===== config.mk =====
export PLATFORM = sky130hd
export DESIGN_NAME = at_cmd_responder
export DESIGN_NICKNAME = d
export VERILOG_FILES = /design/src/rtl/at_cmd_responder.sv
export SDC_FILE = /design/constraint.sdc
export NUM_CORES = 1
export LEC_CHECK = 0
export CORE_ASPECT_RATIO = 0.75
export CORE_MARGIN = 2
export CORE_UTILIZATION = 59
export DETAILED_ROUTE_END_ITERATION = 16
export HOLD_SLACK_MARGIN = 0.06
export PLACE_DENSITY = 0.78
export SKIP_CTS_REPAIR_TIMING = 1
export SYNTH_ARGS = -nofsm -noshare
export SYNTH_HDL_FRONTEND = slang
export SYNTH_SLANG_ARGS = --single-unit

===== constraint.sdc =====
create_clock -name iCLK -period 2.45 [get_ports iCLK]
set_input_delay 0.245 -clock iCLK [delete_from_list [all_inputs] [get_ports iCLK]]
set_output_delay 0.245 -clock iCLK [all_outputs]
set_load 0.02 [all_outputs]

===== src/rtl/at_cmd_responder.sv =====
// at_cmd_responder: device side of an AT-command link. Parses received bytes
// into lines and answers each non-empty line with "OK\r\n" (line starts "AT")
// or "ERROR\r\n" on an 8N1 serial transmitter with a one-deep reply slot.
// Optional macro AT_RESP_CNT_EN adds ok_cnt/err_cnt completed-reply counters.
module at_cmd_responder #(
    parameter int CLK_FREQ = 50000000,
    parameter int BAUD     = 115200,
    parameter int MAX_LEN  = 16
) (
    input  logic       iCLK,
    input  logic       RST_n,
    input  logic [7:0] rxd,
    input  logic       RECEIVE_END,
    output logic       tx,
    output logic       busy,
    output logic       reply_drop
`ifdef AT_RESP_CNT_EN
    ,
    output logic [7:0] ok_cnt,
    output logic [7:0] err_cnt
`endif
);

    localparam int BAUD_DIV = CLK_FREQ / BAUD;
    localparam int CNT_W    = (BAUD_DIV > 1) ? $clog2(BAUD_DIV) : 1;
    localparam int LEN_W    = $clog2(MAX_LEN + 2);
    localparam logic [CNT_W-1:0] CNT_LAST = CNT_W'(BAUD_DIV - 1);
    localparam logic [LEN_W-1:0] LEN_SAT  = LEN_W'(MAX_LEN + 1);
    localparam logic [LEN_W-1:0] LEN_MAX  = LEN_W'(MAX_LEN);

    typedef enum logic [2:0] {IDLE, LOAD, START, DATA, STOP} tx_state_t;

    // Reply text ROM; is_err selects ERROR over OK.
    function automatic logic [7:0] rom_char(input logic is_err, input logic [2:0] idx);
        logic [7:0] c;
        c = 8'h0A;
        if (is_err) begin
            case (idx)
                3'd0:             c = 8'h45;
                3'd1, 3'd2, 3'd4: c = 8'h52;
                3'd3:             c = 8'h4F;
                3'd5:             c = 8'h0D;
                default:          c = 8'h0A;
            endcase
        end else begin
            case (idx)
                3'd0:    c = 8'h4F;
                3'd1:    c = 8'h4B;
                3'd2:    c = 8'h0D;
                default: c = 8'h0A;
            endcase
        end
        return c;
    endfunction

    function automatic logic [2:0] last_idx(input logic is_err);
        return is_err ? 3'd6 : 3'd3;
    endfunction

    tx_state_t        state, state_n;
    logic [LEN_W-1:0] len;
    logic [7:0]       c0, c1;
    logic             dec_vld, dec_err;
    logic [CNT_W-1:0] cnt, cnt_n;
    logic [2:0]       bit_idx, bit_n, chr_idx, idx_n;
    logic             kind, kind_n;
    logic [7:0]       chr, chr_n;
    logic             pend_vld, pend_vld_n, pend_err, pend_err_n;
    logic             tx_r, tx_n;
    logic             baud_end, reply_done, take_pend, take_dec, drop;

    assign baud_end   = (cnt == CNT_LAST);
    assign reply_done = (state == STOP) && baud_end && (chr_idx == last_idx(kind));
    assign tx         = tx_r;
    assign busy       = (state != IDLE);
    assign reply_drop = drop;

    // Line parser control: saturating length and a one-cycle decision strobe per terminated line.
    always_ff @(posedge iCLK) begin
        if (!RST_n) begin
            len     <= '0;
            dec_vld <= 1'b0;
        end else begin
            dec_vld <= 1'b0;
            if (RECEIVE_END) begin
                if (rxd == 8'h0A) begin
                    len     <= '0;
                    dec_vld <= (len != '0);
                end else if (rxd != 8'h0D) begin
                    if (len != LEN_SAT) len <= len + 1'b1;
                end
            end
        end
    end

    // First two characters and reply kind; only meaningful alongside len/dec_vld, so unreset.
    always_ff @(posedge iCLK) begin
        if (RECEIVE_END && rxd != 8'h0A && rxd != 8'h0D) begin
            if (len == LEN_W'(0)) c0 <= rxd;
            if (len == LEN_W'(1)) c1 <= rxd;
        end
        dec_err <= !(len >= LEN_W'(2) && len <= LEN_MAX && c0 == 8'h41 && c1 == 8'h54);
    end

    // Transmitter and pending-slot registers; only control state is reset.
    always_ff @(posedge iCLK) begin
        cnt      <= cnt_n;
        bit_idx  <= bit_n;
        chr_idx  <= idx_n;
        kind     <= kind_n;
        chr      <= chr_n;
        pend_err <= pend_err_n;
        if (!RST_n) begin
            state    <= IDLE;
            pend_vld <= 1'b0;
            tx_r     <= 1'b1;
        end else begin
            state    <= state_n;
            pend_vld <= pend_vld_n;
            tx_r     <= tx_n;
        end
    end

    // Transmitter next state, reply queueing and registered serial bit.
    always_comb begin
        state_n    = state;
        cnt_n      = cnt;
        bit_n      = bit_idx;
        idx_n      = chr_idx;
        kind_n     = kind;
        chr_n      = chr;
        pend_vld_n = pend_vld;
        pend_err_n = pend_err;
        take_pend  = 1'b0;
        take_dec   = 1'b0;
        drop       = 1'b0;
        tx_n       = 1'b1;

        case (state)
            IDLE: begin
                if (pend_vld)     take_pend = 1'b1;
                else if (dec_vld) take_dec  = 1'b1;
            end
            LOAD: begin
                chr_n   = rom_char(kind, chr_idx);
                cnt_n   = '0;
                state_n = START;
            end
            START: begin
                if (baud_end) begin
                    cnt_n   = '0;
                    bit_n   = 3'd0;
                    state_n = DATA;
                end else begin
                    cnt_n = cnt + 1'b1;
                end
            end
            DATA: begin
                if (baud_end) begin
                    cnt_n = '0;
                    if (bit_idx == 3'd7) state_n = STOP;
                    else                 bit_n   = bit_idx + 3'd1;
                end else begin
                    cnt_n = cnt + 1'b1;
                end
            end
            STOP: begin
                if (baud_end) begin
                    cnt_n = '0;
                    if (reply_done) begin
                        // A waiting reply follows immediately so busy never dips.
                        if (pend_vld) take_pend = 1'b1;
                        else          state_n   = IDLE;
                    end else begin
                        idx_n   = chr_idx + 3'd1;
                        state_n = LOAD;
                    end
                end else begin
                    cnt_n = cnt + 1'b1;
                end
            end
            default: state_n = IDLE;
        endcase

        if (take_pend || take_dec) begin
            state_n = LOAD;
            idx_n   = 3'd0;
            kind_n  = take_pend ? pend_err : dec_err;
        end
        if (take_pend) pend_vld_n = 1'b0;

        // A decision not sent directly fills the slot, which may be freeing this cycle.
        if (dec_vld && !take_dec) begin
            if (!pend_vld || take_pend) begin
                pend_vld_n = 1'b1;
                pend_err_n = dec_err;
            end else begin
                drop = 1'b1;
            end
        end

        case (state_n)
            START:   tx_n = 1'b0;
            DATA:    tx_n = chr_n[bit_n];
            default: tx_n = 1'b1;
        endcase
    end

`ifdef AT_RESP_CNT_EN
    // Completed-reply counters, wrapping 255 -> 0.
    always_ff @(posedge iCLK) begin
        if (!RST_n) begin
            ok_cnt  <= '0;
            err_cnt <= '0;
        end else if (reply_done) begin
            if (kind) err_cnt <= err_cnt + 8'd1;
            else      ok_cnt  <= ok_cnt + 8'd1;
        end
    end
`endif

endmodule


==> results of run 1 <==
-- worst min-delay path by stage --
stage | slack [ns] | end | start | cells after the start
after floorplan | 0.34 | c0[0] | rxd[0] | 0
after global placement | 0.43 | pend_err | dec_err | 0
after detailed placement | 0.43 | pend_err | dec_err | 0
after CTS | 0.46 | chr[7] | chr[7] | 1
after global routing | 0.49 | dec_err | c1[0] | 2
final | 0.46 | chr[7] | chr[7] | 1
-- synthesized netlist by cell type (all sizes together) (4+ instances only) --
master,number,area [µm²]
nor2,31,124
edfxtp,27,811
a21oi,16,91.3
nor3,4,20.0
buf,6,30.0
and2,4,25.0
and3,4,25.0
nor2b,6,37.5
nand3,11,55.1
ha,12,150
xor2,6,52.6
inv,12,45.0
o21ai,10,50.0
nand2,24,92.6
dfxtp,26,521
-- layer usage --
metal	routed length [µm]	part of all wire	vias up
met1	2700	0.51	972
met4	32	0.0060	0
met3	195	0.037	4
li1	-	-	1039
met2	2370	0.45	39
met5	0	0	-
-- logic make-up (layout without fill, tap and decap cells) --
group           Yosys count  after routing  synth area share
compound gates           56             56             0.149
xor+xnor                  9              9            0.0287
fa+ha+maj                12             12            0.0546
buf+inv                  19             42            0.0287
flops                    53             53             0.484
mux                       5              5            0.0196
simple gates            117            117             0.235
-- worst register-to-register path, delay by kind of cell (launching register included) --
| family | cells | cell delay, ns |
|---|---|---|
| and+or+nand+nor | 2 | 0.26 |
| buffers and inverters | 1 | 0.16 |
| adders and majority gates | 1 | 0.24 |
| DFF | 1 | 0.45 |
| AOI/OAI and AO/OA | 3 | 1.07 |
-- state kept, by name, summed over array words and instances (netlist names), 3 cells and up --
signal	count
bit_idx	3
c0	8
c1	8
chr	8
chr_idx	3
cnt	9
len	5
state	3
-- through the flow --
step / utilization / TNS [ns] / hold slack [ns] / cells / setup WS (ns)
after floorplan: - / 0 / 0.344 / 271 / 0.401
after global placement: 0.667 / 0 / 0.429 / 342 / 0.212
after detailed placement: 0.667 / 0 / 0.435 / 342 / 0.144
after CTS: 0.688 / -0.252 / 0.460 / 350 / -0.252
after global routing: 0.691 / 0 / 0.485 / 351 / 0.0641
final: 0.691 / 0 / 0.459 / 351 / 0.151
-- power groups by stage --
stage / Sequential [mW] / Combinational [mW] / Clock (mW)
finish: 0.961 / 0.0856 / 0.501
global route: 0.963 / 0.0963 / 0.553
CTS: 0.961 / 0.0851 / 0.510
detailed placement: 0.982 / 0.0847 / 0
global placement: 0.981 / 0.0832 / 0
floorplan: 0.979 / 0.0458 / 0
-- area by class of cell --
cell class | count | share of cell area
Clock buffer | 5 | 0.0223
Clock inverter | 3 | 0.00811
Inverter | 12 | 0.0146
Multi-Input combinational cell | 199 | 0.436
Sequential cell | 53 | 0.431
Tap cell | 57 | 0.0231
Timing Repair Buffer | 22 | 0.0649
==> results.toml, run 1 <==
[outcome]
status = "completed"

[power_and_ir_drop]
ir_drop_uv = 419
p_comb_frac = 0.055
switchingPower_mw = 0.349
power_frac_clock = 0.324
pwr_density_cell_mw_per_mm2 = 501
swShare = 0.226
intPower_mw = 1.20
p_seq_frac = 0.621
power_leakage_nw = 1.17
p_total_mw = 1.55

[setup_path]
r2r-start = "cnt[0]"
cp.arrival_ns = 2.49
cp-end-kind = "flip-flop"
cp_top_family = "compound AO/OA/AOI/OAI gates"
crit_cells = 7
r2r_end = "tx"
worstSetupPathType = "flip-flop to flip-flop"
crit_buf_inv = 1
cp-start-kind = "flip-flop"
slowest_stage = "a2111oi_0"
critical-path-max-stage-delay_ns = 0.55
reg2reg_depth = 7
cp_max_fo = 8
critPathRequiredTime_ns = 2.64
critPathLaunch = "cnt[0]"
cp-endpoint = "tx"
r2r_slack_ns = 0.15
crit_chain = "ha_1, nand4bb_1, nor2_4, buf_4, a221o_2, a2111oi_0, o41ai_2"

[global_route]
busiest_layer = "met2"
met1_usage = 0.304
grt_pass1_vias = 1933
grt_max_degree = 19
grt_first_pass_wirelength_um = 8910
antenna_found_initial = 0
grt_usage = 0.210
met3_usage = 0.0419
use_met2 = 0.326
overflow = 0

[placement]
port_buffers = 13
hpwl_um = 3900
dpl_cell_area_mm2 = 0.00298
gp_congestion = 0.879

[clock_network]
clk_latency_ns = 0.30
clk_pin_slew_ns = 0.10
htree_levels = 2
cts_root_buffer = "clkbuf_8"
cts_sinks = 53
cts_made_buffers = 5
cts_max_path_buffers = 2
cts_tree = "yes"

[logic_synthesis]
syn_area_mm2 = 0.00275
ys_warn_count = 0
ys_seq_area_frac = 0.484
synth-edff-count = 27
ys_ff_latch = 53
syn_inst = 271
synthDistinctLibCells = 64
async_reset_ff_frac = 0
synth_top_flop_cell = "edfxtp_1"
syn_nets = 294
synth.avg_cell_area_um2 = 10.1

[cells_and_area]
n_fill_cell = 354
layout_commonest_cell = "nor2_1"
multiInputGateArea_mm2 = 0.00135
drive_gt1_frac = 0.116
final_area_mm2 = 0.00309
seqCellArea_mm2 = 0.00133
nets = 316
syn_to_final_growth_pct = 12.2
diodes = 0
most-common-layout-cells = "30 x nor2_1, 27 x edfxtp_1, 26 x dfxtp_1"

[routing]
vias_per_cell = 5.85
post_drt_wl_per_cell_um = 15.1
dr.first_iter.drc_count = 145
drtAntennaViolNets = 0
drtPass1Iterations = 4
vias = 2054
routed_wl_um = 5300
drc = 0

[min_path]
hp-class = "flip-flop to flip-flop"

[sta]
max_slew_margin = 0.520
min_period_ns = 2.30
fmax_mhz = 435
finalSetupViolCount = 0
fin_skew_ns = 0.00725
hold_violations = 0
period_share = 0.939
maxSlewViolCount = 0
rsz0062_at_grt = "no"
worstMarginPinSlew_ns = 0.717

[die]
die_height_um = 63.1
io_pins = 14
start_util = 0.616
coreArea_mm2 = 0.00447
fp-row-count = 21
die_x_um = 82.8
die-area_mm2 = 0.00523

[flow_run]
max_cap_violations = 0
Power figures use the tool's default switching activity.
==> inputs of run 2 (changes only) <==
- RECOVER_POWER: default -> 50
==> run 2 against run 1 <==
Global-route usage unchanged. Flip-flop and latch count unchanged. Register-to-register slack about the same. Maximum frequency rose by 0.12%. Sequential share of layout area rose by 0.11 points. Sequential power about the same. First-iteration DRC count fell by 0.69%. Critical path depth unchanged. Wire length shrank 0.17%. Combinational power decreased by 3.9%. Clock skew down 0.0012 ns. Clock-buffer cell count unchanged.
==> results.toml, run 2 (synthesized netlist as in run 1, its figures left out) <==
[min_path]
holdPathEnd = "chr[2]"
whs_path_depth = 2
hp-class = "flip-flop to flip-flop"
holdCritStartpoint = "chr[2]"

[global_route]
grt_usage = 0.210
grt_pass1_vias = 1933
grt_max_degree = 19
overflow = 0
grt_first_pass_wirelength_um = 8910
antenna_found_initial = 0

[routing]
vias = 2049
drtAntennaViolNets = 0
routed_wl_um = 5290
drc = 0
dr.first_iter.drc_count = 144
vias_per_cell = 5.84
post_drt_wl_per_cell_um = 15.1
drtPass1Iterations = 4

[setup_path]
r2r-start = "cnt[0]"
crit_chain = "ha_1, nand4bb_1, nor2_4, buf_4, a221o_2, a2111oi_0, o41ai_2"
crit_buf_inv = 1
r2r_end = "tx"
slowest_stage = "a2111oi_0"
cp-start-kind = "flip-flop"
critPathRequiredTime_ns = 2.64
cp-end-kind = "flip-flop"
critical-path-max-stage-delay_ns = 0.55
reg2reg_depth = 7
r2r_slack_ns = 0.15
worstSetupPathType = "flip-flop to flip-flop"
cp_top_family = "compound AO/OA/AOI/OAI gates"
cp_max_fo = 8
cp.arrival_ns = 2.48

[die]
coreArea_mm2 = 0.00447
fp-row-count = 21
start_util = 0.616
die_height_um = 63.1
io_pins = 14
die_x_um = 82.8
die-area_mm2 = 0.00523

[cells_and_area]
utilization = 0.689
fin_cells = 351
layout_commonest_cell = "nor2_1"
diodes = 0
most-common-layout-cells = "30 x nor2_1, 27 x edfxtp_1, 26 x dfxtp_1"
n_fill_cell = 357
syn_to_final_growth_pct = 12.0
nets = 316
regMostFlops = "cnt"
drive_gt1_frac = 0.109
final_area_mm2 = 0.00308
largest_reg_flops = 9

[flow_run]
max_cap_violations = 0

[sta]
setup_ws_ns = 0.153
rsz0062_at_grt = "no"
period_share = 0.937
finalSetupViolCount = 0
holdWs_ns = 0.459
fin_setup_tns_ns = 0
worstMarginPinSlew_ns = 0.712
max_slew_margin = 0.523
hold_violations = 0
min_period_ns = 2.30
fin_skew_ns = 0.00608
fmax_mhz = 435
maxSlewViolCount = 0

[clock_network]
htree_levels = 2
cts_max_path_buffers = 2
cts_root_buffer = "clkbuf_8"
cts_made_buffers = 5
cts_sinks = 53
clk_latency_ns = 0.30
clk_pin_slew_ns = 0.10
cts_tree = "yes"

[placement]
dpl_cell_area_mm2 = 0.00298
dpl.cell_count = 342
hpwl_um = 3900
dp_slack_ns = 0.144
port_buffers = 13
gp_congestion = 0.879

[power_and_ir_drop]
p_total_mw = 1.54
pwr_density_cell_mw_per_mm2 = 501
ir_drop_uv = 419
power_leakage_nw = 1.16

[outcome]
status = "completed"
[run 2: changes by cell type in the layout (fill, tap and decap cells not counted), sizes merged]
cell,change
buf,-2
clkbuf,+2
clkdlybuf4s50,-9
dlygate4sd3,+9
[run 2: area by class of cell]
type                            instances  area, µm²  share of cell area
Timing Repair Buffer                   22        193              0.0626
Inverter                               12       45.0              0.0146
Clock buffer                            5       68.8              0.0223
Clock inverter                          3       25.0             0.00813
Tap cell                               57       71.3              0.0232
Multi-Input combinational cell        199       1350               0.437
Sequential cell                        53       1330               0.432
[run 2: worst reg2reg max path, cell delays in order (launching register included)]
cell	delay (ns)
edfxtp_1	0.45
ha_1	0.24
nand4bb_1	0.17
nor2_4	0.09
buf_4	0.16
a221o_2	0.43
a2111oi_0	0.56
o41ai_2	0.09
[run 2: routing by layer]
metal	global-route usage	wire, µm	vias to the layer above
met2	0.326	2380	39
met5	0	0	-
li1	-	-	1036
met1	0.304	2640	968
met3	0.0419	232	6
met4	0.0553	40	0
[run 2: power by group]
part | internal [mW] | switching (mW)
combinational | 0.0357 | 0.0466
sequential | 0.952 | 0.00844
clock | 0.207 | 0.294
[run 2: worst max path at each step]
stage / startpoint / end / slack, ns / depth (start not counted)
finish: cnt[0] / tx / 0.15 / 7
global route: cnt[1] / reply_drop / 0.06 / 8
CTS: cnt[1] / reply_drop / -0.25 / 8
detailed placement: cnt[1] / reply_drop / 0.14 / 8
global placement: cnt[1] / tx / 0.21 / 7
floorplan: chr_idx[0] / tx / 0.40 / 8
==> inputs of run 3 (changes only) <==
- CORE_UTILIZATION: 59 -> 63
- CTS_BUF_LIST: default -> sky130_fd_sc_hd__clkbuf_8 sky130_fd_sc_hd__clkbuf_16
- DONT_BUFFER_PORTS: default -> 1
- PLACE_DENSITY: 0.78 -> 0.79
==> run 3 against run 2 <==
Critical path depth grew 1. Clock skew rose by 0.0014 ns. Worst setup slack gained 0.026 ns. Clock-buffer cell count is the same. Hold slack worse by 0.40 ns. Flip-flop and latch count unchanged. Largest power group unchanged.
==> results.toml, run 3 (synthesized netlist as in run 1, its figures left out) <==
[sta]
max_slew_margin = 0.520
holdWs_ns = 0.0642
fmax_mhz = 440
rsz0062_at_grt = "no"
maxSlewViolCount = 0
hold_violations = 0
fin_setup_tns_ns = 0
worstMarginPinSlew_ns = 0.718
min_period_ns = 2.27
period_share = 0.927
finalSetupViolCount = 0
fin_skew_ns = 0.00751
setup_ws_ns = 0.180

[die]
die-area_mm2 = 0.00492
io_pins = 14
die_x_um = 80.3
die_height_um = 61.2
start_util = 0.666
fp-row-count = 20
coreArea_mm2 = 0.00413

[setup_path]
cp.arrival_ns = 2.47
worstSetupPathType = "flip-flop to flip-flop"
cp-end-kind = "flip-flop"
r2r_end = "tx"
critPathRequiredTime_ns = 2.65
cp_max_fo = 5
r2r-start = "chr_idx[0]"
cp-endpoint = "tx"
cp-start-kind = "flip-flop"
r2r_slack_ns = 0.18
reg2reg_depth = 8
critPathLaunch = "chr_idx[0]"

[global_route]
overflow = 0
grt_first_pass_wirelength_um = 8450
antenna_found_initial = 0
grt_pass1_vias = 1802
grt_usage = 0.228
grt_max_degree = 17

[routing]
vias = 2067
routed_wl_um = 5470
drtAntennaViolNets = 0
dr.first_iter.drc_count = 116
post_drt_wl_per_cell_um = 16.0
drc = 0
drtPass1Iterations = 5
vias_per_cell = 6.06

[cells_and_area]
regMostFlops = "cnt"
largest_reg_flops = 9
n_fill_cell = 307
diodes = 0
drive_gt1_frac = 0.0944
multiInputGateArea_mm2 = 0.00135
seqCellArea_mm2 = 0.00133
utilization = 0.733
syn_to_final_growth_pct = 10.0
layout_commonest_cell = "nor2_1"
most-common-layout-cells = "30 x nor2_1, 27 x edfxtp_1, 26 x dfxtp_1"
final_area_mm2 = 0.00303
nets = 308

[power_and_ir_drop]
p_seq_frac = 0.592
power_leakage_nw = 1.12
swShare = 0.208
pwr_density_cell_mw_per_mm2 = 538
switchingPower_mw = 0.339
power_frac_clock = 0.364
p_comb_frac = 0.044
ir_drop_uv = 394
intPower_mw = 1.29

[min_path]
hp-class = "input pin to flip-flop"
whs_path_depth = 1

[placement]
dpl_cell_area_mm2 = 0.00282
dp_slack_ns = 0.189
port_buffers = 0
hpwl_um = 3770
gp_congestion = 0.898

[clock_network]
cts_made_buffers = 5
cts_tree = "yes"
cts_max_path_buffers = 2
clk_latency_ns = 0.31
clk_pin_slew_ns = 0.10
htree_levels = 2
cts_sinks = 53
cts_root_buffer = "clkbuf_8"

[flow_run]
max_cap_violations = 0

[outcome]
status = "completed"
run 3: how the worst min path moves through the flow:
| stage | start | end |
|---|---|---|
| 2_1_floorplan | rxd[0] | c0[0] |
| 3_3_place_gp | rxd[6] | c0[6] |
| 3_5_place_dp | rxd[4] | c0[4] |
| 4_1_cts | rxd[6] | c0[6] |
| 5_1_grt | RST_n | len[1] |
| 6_report | RST_n | state[0] |
run 3: power by group through the flow:
stage                     clock network (mW)  logic (mW)  registers, mW
after floorplan                            0      0.0458          0.979
after global placement                     0      0.0548          0.982
after detailed placement                   0      0.0561          0.983
after CTS                              0.598      0.0567          0.962
after global routing                   0.627      0.0786          0.965
final                                  0.592      0.0717          0.963
run 3: area by class of cell:
type,count,share of cell area
multi-input cells,199,0.445
repair buffers,14,0.0409
flip-flops and latches,53,0.440
inverters,12,0.0149
well taps,55,0.0227
clock buffers,5,0.0227
clock inverters,3,0.0141
run 3: metrics by stage:
step                cells  power (mW)
floorplan             271        1.02
global placement      324        1.04
detailed placement    324        1.04
CTS                   332        1.62
global route          341        1.67
finish                341        1.63
run 3: worst max-delay path, cell delays in order, from the launching register on:
cell and delay [ns]:
dfxtp_1 0.41, inv_1 0.11, ha_1 0.26, or2_2 0.32, o32a_1 0.32, o21ai_0 0.25, nand3_1 0.14, a211oi_2 0.25
o41ai_2 0.10
run 3: layer usage:
layer	track usage	part of all wire
met5	0	0
met1	0.343	0.51
met3	0.0484	0.041
met4	0.0508	0.0053
met2	0.346	0.44
